`src/rtl/addsub_iter.sv`:
```
// Digit-serial two's-complement adder/subtractor.
// An accepted request is processed DIGIT bits per cycle, least significant
// slice first, and the result is held with its NZCV-style flags until the
// consumer takes it.
//
// state | meaning
// ------+------------------------------------------------------------
// IDLE  | waiting for a request; in_ready high
// RUN   | adding one DIGIT-bit slice per cycle, cnt selects the slice
// DONE  | ans/cout/V/Z/N valid and frozen; out_valid high until taken
module addsub_iter #(
  parameter int WIDTH = 32,
  parameter int DIGIT = 8
) (
  input  logic             clk,
  input  logic             rst_n,
  input  logic             in_valid,
  output logic             in_ready,
  input  logic [WIDTH-1:0] A,
  input  logic [WIDTH-1:0] B,
  input  logic             SUB,
  output logic             out_valid,
  input  logic             out_ready,
  output logic [WIDTH-1:0] ans,
  output logic             cout,
  output logic             V,
  output logic             Z,
  output logic             N
);

  localparam int NDIG = WIDTH / DIGIT;
  localparam int CW   = (NDIG > 1) ? $clog2(NDIG) : 1;
  localparam logic [DIGIT-1:0] DIG_ONES = '1;

  // Reject geometries where the slices would not tile the word exactly.
  generate
    if (WIDTH < 2 || DIGIT < 1 || (WIDTH % DIGIT) != 0) begin : g_bad_param
      $error("addsub_iter: WIDTH must be >= 2 and a multiple of DIGIT");
    end
  endgenerate

  typedef enum logic [1:0] {IDLE, RUN, DONE} state_t;

  state_t           state;
  logic [WIDTH-1:0] a_q;
  logic [WIDTH-1:0] b_q;
  logic [WIDTH-1:0] ans_q;
  logic             carry_q;
  logic [CW-1:0]    cnt;
  logic             cout_q;
  logic             v_q;
  logic             z_q;
  logic             n_q;

  logic [31:0]      shamt;
  logic [WIDTH-1:0] a_sh;
  logic [WIDTH-1:0] b_sh;
  logic [DIGIT-1:0] a_dig;
  logic [DIGIT-1:0] b_dig;
  logic [DIGIT:0]   sum_dig;
  logic [WIDTH-1:0] slice_mask;
  logic [WIDTH-1:0] ans_next;
  logic             c_msb_in;
  logic             last;

  assign in_ready  = (state == IDLE);
  assign out_valid = (state == DONE);
  assign ans       = ans_q;
  assign cout      = cout_q;
  assign V         = v_q;
  assign Z         = z_q;
  assign N         = n_q;

  // Slice adder: pick the current slice, add it with the running carry and
  // merge the sum back into the partial result.
  always_comb begin
    shamt      = 32'(cnt) * 32'(DIGIT);
    a_sh       = a_q >> shamt;
    b_sh       = b_q >> shamt;
    a_dig      = a_sh[DIGIT-1:0];
    b_dig      = b_sh[DIGIT-1:0];
    sum_dig    = {1'b0, a_dig} + {1'b0, b_dig} + {{DIGIT{1'b0}}, carry_q};
    slice_mask = WIDTH'(DIG_ONES) << shamt;
    ans_next   = (ans_q & ~slice_mask) | (WIDTH'(sum_dig[DIGIT-1:0]) << shamt);
    // Carry into the slice MSB recovered from the sum bit: s = a ^ b ^ cin.
    c_msb_in   = a_dig[DIGIT-1] ^ b_dig[DIGIT-1] ^ sum_dig[DIGIT-1];
    last       = (cnt == CW'(NDIG - 1));
  end

  // Sequencer and result registers; operands are captured only on accept.
  always_ff @(posedge clk or negedge rst_n) begin
    if (!rst_n) begin
      state   <= IDLE;
      a_q     <= '0;
      b_q     <= '0;
      ans_q   <= '0;
      carry_q <= 1'b0;
      cnt     <= '0;
      cout_q  <= 1'b0;
      v_q     <= 1'b0;
      z_q     <= 1'b0;
      n_q     <= 1'b0;
    end else begin
      case (state)
        IDLE: begin
          if (in_valid) begin
            a_q     <= A;
            // Subtraction as A + ~B + 1: invert B here, inject the +1 as carry.
            b_q     <= B ^ {WIDTH{SUB}};
            carry_q <= SUB;
            cnt     <= '0;
            state   <= RUN;
          end
        end
        RUN: begin
          ans_q   <= ans_next;
          carry_q <= sum_dig[DIGIT];
          cnt     <= cnt + CW'(1);
          if (last) begin
            cout_q <= sum_dig[DIGIT];
            v_q    <= c_msb_in ^ sum_dig[DIGIT];
            z_q    <= (ans_next == '0);
            n_q    <= ans_next[WIDTH-1];
            state  <= DONE;
          end
        end
        DONE: begin
          if (out_ready) state <= IDLE;
        end
        default: state <= IDLE;
      endcase
    end
  end

endmodule
```
`config.mk`:
```
export PLATFORM = sky130hd
export DESIGN_NAME = addsub_iter
export DESIGN_NICKNAME = d
export VERILOG_FILES = /design/src/rtl/addsub_iter.sv
export SDC_FILE = /design/constraint.sdc
export NUM_CORES = 1
export LEC_CHECK = 0
export CORE_MARGIN = 2
export CORE_UTILIZATION = 50
export DETAILED_ROUTE_END_ITERATION = 16
export PLACE_DENSITY = 0.87
export SYNTH_ARGS = -nofsm -noshare
export SYNTH_HDL_FRONTEND = slang
export SYNTH_SLANG_ARGS = --single-unit
```
`constraint.sdc`:
```
create_clock -name clk -period 3.8 [get_ports clk]
set_clock_uncertainty 0.05 [all_clocks]
set_input_delay 0.57 -clock clk [delete_from_list [all_inputs] [get_ports clk]]
set_output_delay 0.57 -clock clk [all_outputs]
set_load 0.01 [all_outputs]
```
Word level (Yosys, flattened, before mapping):

Cells that the tools add are included.

* register bits after elaboration: 105
* input bits: 69
* logic and storage cells: 45
* output and inout port bits: 38

* equality and inequality tests: 6
* reductions and logical operators: 7
* shift operators: 4
* add/sub/neg operators: 3
* bitwise operators: 7
* mux-type cells: 8

Operator list (count)
* $shr A32 B5 Y8: 2
* $and A32 B32 Y32: 1
* $logic_not A32 Y1: 1
* $not A32 Y32: 1
* $or A32 B32 Y32: 1
* $shl A8 B5 Y32: 1
* $shl A8 B5 Y32 const A: 1
* $xor A32 B32 Y32: 1
* $add A8 B8 Y9: 1
* $add A9 B1 Y9: 1
* $mux W2: 4
* $pmux W2 S3: 1
* $reduce_and A2 Y1: 3
* $eq A2 B2 Y1 const B: 2
* $ne A2 B2 Y1 const B: 2
* $pmux W2 S2: 1
* $reduce_and A3 Y1: 1
* $xor A1 B1 Y1: 3
* $add A2 B1 Y2 const B: 1
* $eq A2 B1 Y1 const B: 1
* $logic_not A2 Y1: 1
* $ne A2 B1 Y1 const B: 1
* $pmux W1 S2: 1
* $reduce_bool A2 Y1: 1
* $mux W1: 1

Logic depth before layout (Yosys ltp):

* depth after elaboration: 6
* depth in mapped cells: 12
* depth with buffers taken out: 10

Worst setup path before layout:

OpenSTA, ideal clock, no wires.

* kind: reg-to-reg
* from: register cnt[1]
* to: register z_q, in the netlist Z
* cell stages (with the launch flop): 13
* arrival: 3.056 ns
* library setup time: 0.082 ns
* period minus slack after synthesis: 3.188 ns
* slack: 0.612 ns
* path through: dfrtp_1 > buf_2 > clkbuf_1 > mux4_2 > fa_1 > inv_1 > fa_1 > nand2b_1 > a21oi_1 > xor2_1 > o21a_1 > o41a_1 > a31oi_1

* word-level cells in the longest chain between the ends: 6
* elaborated cells on any way between the ends: 12
* those cells by class: add/sub: 2; eq/ne: 1; shift: 4; bitwise: 3; reduce/logical: 2

RTL lines
* start, declared: RTL line 49 `logic [CW-1:0] cnt;`
* start signal, assigned: RTL line 118 `cnt <= cnt + CW'(1);`
* $shr A32 B5 Y8 (on tied branches): RTL line 78, 79
* $add A8 B8 Y9: RTL line 82 `sum_dig = {1'b0, a_dig} + {1'b0, b_dig} + {{DIGIT{1'b0}}, carry_q};`
* $add A9 B1 Y9: RTL line 82
* $shl A8 B5 Y32: RTL line 84 `ans_next = (ans_q & ~slice_mask) | (WIDTH'(sum_dig[DIGIT-1:0]) << shamt);`
* $or A32 B32 Y32: RTL line 84
* $logic_not A32 Y1: RTL line 122 `z_q <= (ans_next == '0);`
* end signal, assigned: RTL line 122
* end, declared: RTL line 52 `logic z_q;`

Parallel ways exist; a longest one is shown, timed or not.
A chain may end at the register's enable or synchronous reset.

Final worst setup path:

Ends and elaborated chain as after synthesis.

==> impl_results.md <==
* Status: finished, final reports clean
* Post-DP Area at 6260 um^2
* Synth Register Bits at ~110
* Sequential fraction of the synthesis area at 0.517
* Worst-path clk slew at 0.10 ns
* Slew Limit Headroom at 0.259
* IO Port Bufs at between 100 and 150
* Design area at 6480 um^2
* Final min period at approximately 3.3 ns
* Initial core utilization at 0.518
* Die height at 105 um
* CTS Buf Count at 9
* Critical Path Start Type: flop
* Drt total wl at around 12 mm
* Critical R2R Launch: cnt[1]
* N_diodes at 0
* Comb pwr share at 0.586
* Clock power share at 0.113
* Reg2reg path depth at 10
* Ys Warns at 0
* Commonest cells in the netlist: nand2_1, dfrtp_1, o21ai_0
* Max-slew violations at 0
* Leakage power at between 2 and 3 nW
* First-pass GRT wire length at 20.4 mm
* Worst R2R End: Z
* Post-CTS Setup Repair Bufs at 0
* CTS tree: built
* Max Fanout on Critical Path at 15
* Core Region at around 9800 um^2
* Pre-antenna DRT Iters at 4
* Tot GR Track Use at 0.235
* CTS H-tree depth at 3
* Clock sinks at 105
* Synth top area share at 0.517
* Setup TNS at 0 ns
* Fmax at 0.304 GHz
* Max rail drop VDD at 0.548 mV
* Top cells by area, synth: dfrtp_1, nand2_1, mux4_2, xnor2_1, a22o_1
* Layout cells sized above 1 at 0.0753
* Worst Tran Pin Value at about 1.1 ns
* PostCTS Resize Cnt at 0
* Post-Syn Nets at between 500 and 600
* Via/cell ratio at 5.42
* Initial antenna violation count at 0
* CP startpoint: cnt[1]
* Final Hold Fails at 0
* Setup crit end kind: flop
* Worst-Skew Late Latency at 0.37 ns
* Post-synthesis cell area at between 5000 and 6000 um^2
* Seq pwr share at 0.301
* HPWL Detailed at roughly 9.3 mm
* I/O Pins at 107
* Die W at 105 um
* P&R area growth vs syn at 27.5%
* Place WS at 0.529 ns
* Hold WS at between 0.3 and 0.4 ns
* Most frequent cell after synthesis: nand2_1
* Asr flop ratio synth at 1.00
* Fin util at 0.660
* Area leader, netlist: dfrtp_1
* Final setup vio count at 0
* GRT overflow at 0
* DR DRC count at 0
* Setup crit end: Z
* Die ar. at 11000 um^2
* Internal power at 3.75 mW
* Fin crit share at 0.865
* Worst Hold Class: primary input to async pin
* Net Sw Frac at 0.442
* Mean Syn Cell Area at 10.3 um^2
* GP Congestion at 0.856
* EDFF count, synth at 0
* Mapped Cells at 493
* Net switching power figure at 2.97 mW
* Root Buffer: clkbuf_8
* Drt wl/cell at ~17 um
* Worst path required time at between 4 and 5 ns
* Ys flop type: dfrtp_1
* DRT iter0 DRCs at 211
* Row count at 36
* Cts hold-fix bufs at 0
* Worst R2R Setup Slack at a little over 0.5 ns
* CP Data Arrival Time at 3.54 ns
* Largest net degree at the start of global routing at 86
* Vias in the first global route at 4164
* Final WS setup at 0.515 ns
* Maxcap violations at 0
* PwrDens at roughly 1000 nW/um^2
* RSZ-0062 raised after global routing: no
* Fin nets at 675
* Remaining antenna violation count at 0
* Via count at 3964
* Max Root-Sink Buffers at 2
* Unique masters post-synth at 35
* Critical path class: flop to flop
worst max-delay path: stages (launching register included):
cell      delay [ns]
dfrtp_1         0.77
mux4_2          0.35
fa_1            0.24
inv_1           0.07
fa_1            0.39
nand2b_1        0.18
a21oi_1         0.24
xor2_1          0.20
o21a_1          0.22
o41a_1          0.36
a31oi_1         0.14
through the flow:
step | power, mW | cells
floorplan | 4.55 | 493
global placement | 5.80 | 715
detailed placement | 5.95 | 715
CTS | 6.73 | 731
global route | 7.19 | 731
finish | 6.73 | 731
per-layer routing:
metal  part of all wire  track usage  wire length, um
met1               0.40        0.293             4930
met2               0.51        0.412             6290
met3              0.060       0.0418              733
met4              0.028       0.0838              344
met5                  0            0                0
cells in the final DEF, fill, tap and decap left out, types with 2 or more instances in the layout:
cell and count:
ha_1 11, nand2_1 139, a21oi_1 8, o21ai_0 38
bufinv_16 2, mux4_2 16, clkdlybuf4s50_1 104, and2_1 2
a211oi_2 2, xor2_1 2, o22ai_1 3, nor3_1 8
nor2_1 23, clkbuf_1 2, buf_4 9, nand3_1 3
inv_6 2, fa_1 2, a31oi_1 3, xnor2_1 37
o21a_1 2, inv_1 10, nor4_1 3, a22o_1 33
dfrtp_1 105, clkbuf_8 9, a211oi_1 2, nand2b_1 5
power by group through the flow:
| stage | clock network (mW) | registers, mW | logic, mW |
|---|---|---|---|
| after floorplan | 0 | 1.98 | 2.57 |
| after global placement | 0 | 2.01 | 3.79 |
| after detailed placement | 0 | 2.05 | 3.91 |
| after CTS | 0.767 | 2.03 | 3.93 |
| after global routing | 0.809 | 2.09 | 4.29 |
| final | 0.758 | 2.03 | 3.94 |
final cells by class:
class,instances,area (um^2)
fillers,796,3340
flip-flops and latches,105,2630
multi-input cells,353,2320
repair buffers,114,1110
well taps,133,166
clock buffers,11,131
clock inverters,5,85.1
inverters,10,37.5
cells by family after synthesis:
logic type	synth area share
compound gates	0.134
xor+xnor	0.0672
fa+ha+maj	0.0349
buf+inv	0.0276
flops	0.517
mux	0.0709
simple gates	0.149
state kept, by name, summed over array words and instances, names as in the netlist:
register / cells
Z: 1
cnt: 2
b_q: 32
a_q: 32
ans: 32
carry_q: 1
N: 1
cout: 1
state: 2
V: 1
worst min-delay path by stage:
stage / start / to / slack (ns) / cells after the start
global route: rst_n / a_q[21] / 0.41 / 1
CTS: rst_n / b_q[29] / 0.36 / 1
finish: rst_n / a_q[21] / 0.31 / 1
floorplan: rst_n / N / 0.22 / 0
detailed placement: a_q[6] / a_q[6] / 0.41 / 2
global placement: b_q[6] / b_q[6] / 0.41 / 2
Note: power is estimated with default switching activity, not from simulation.
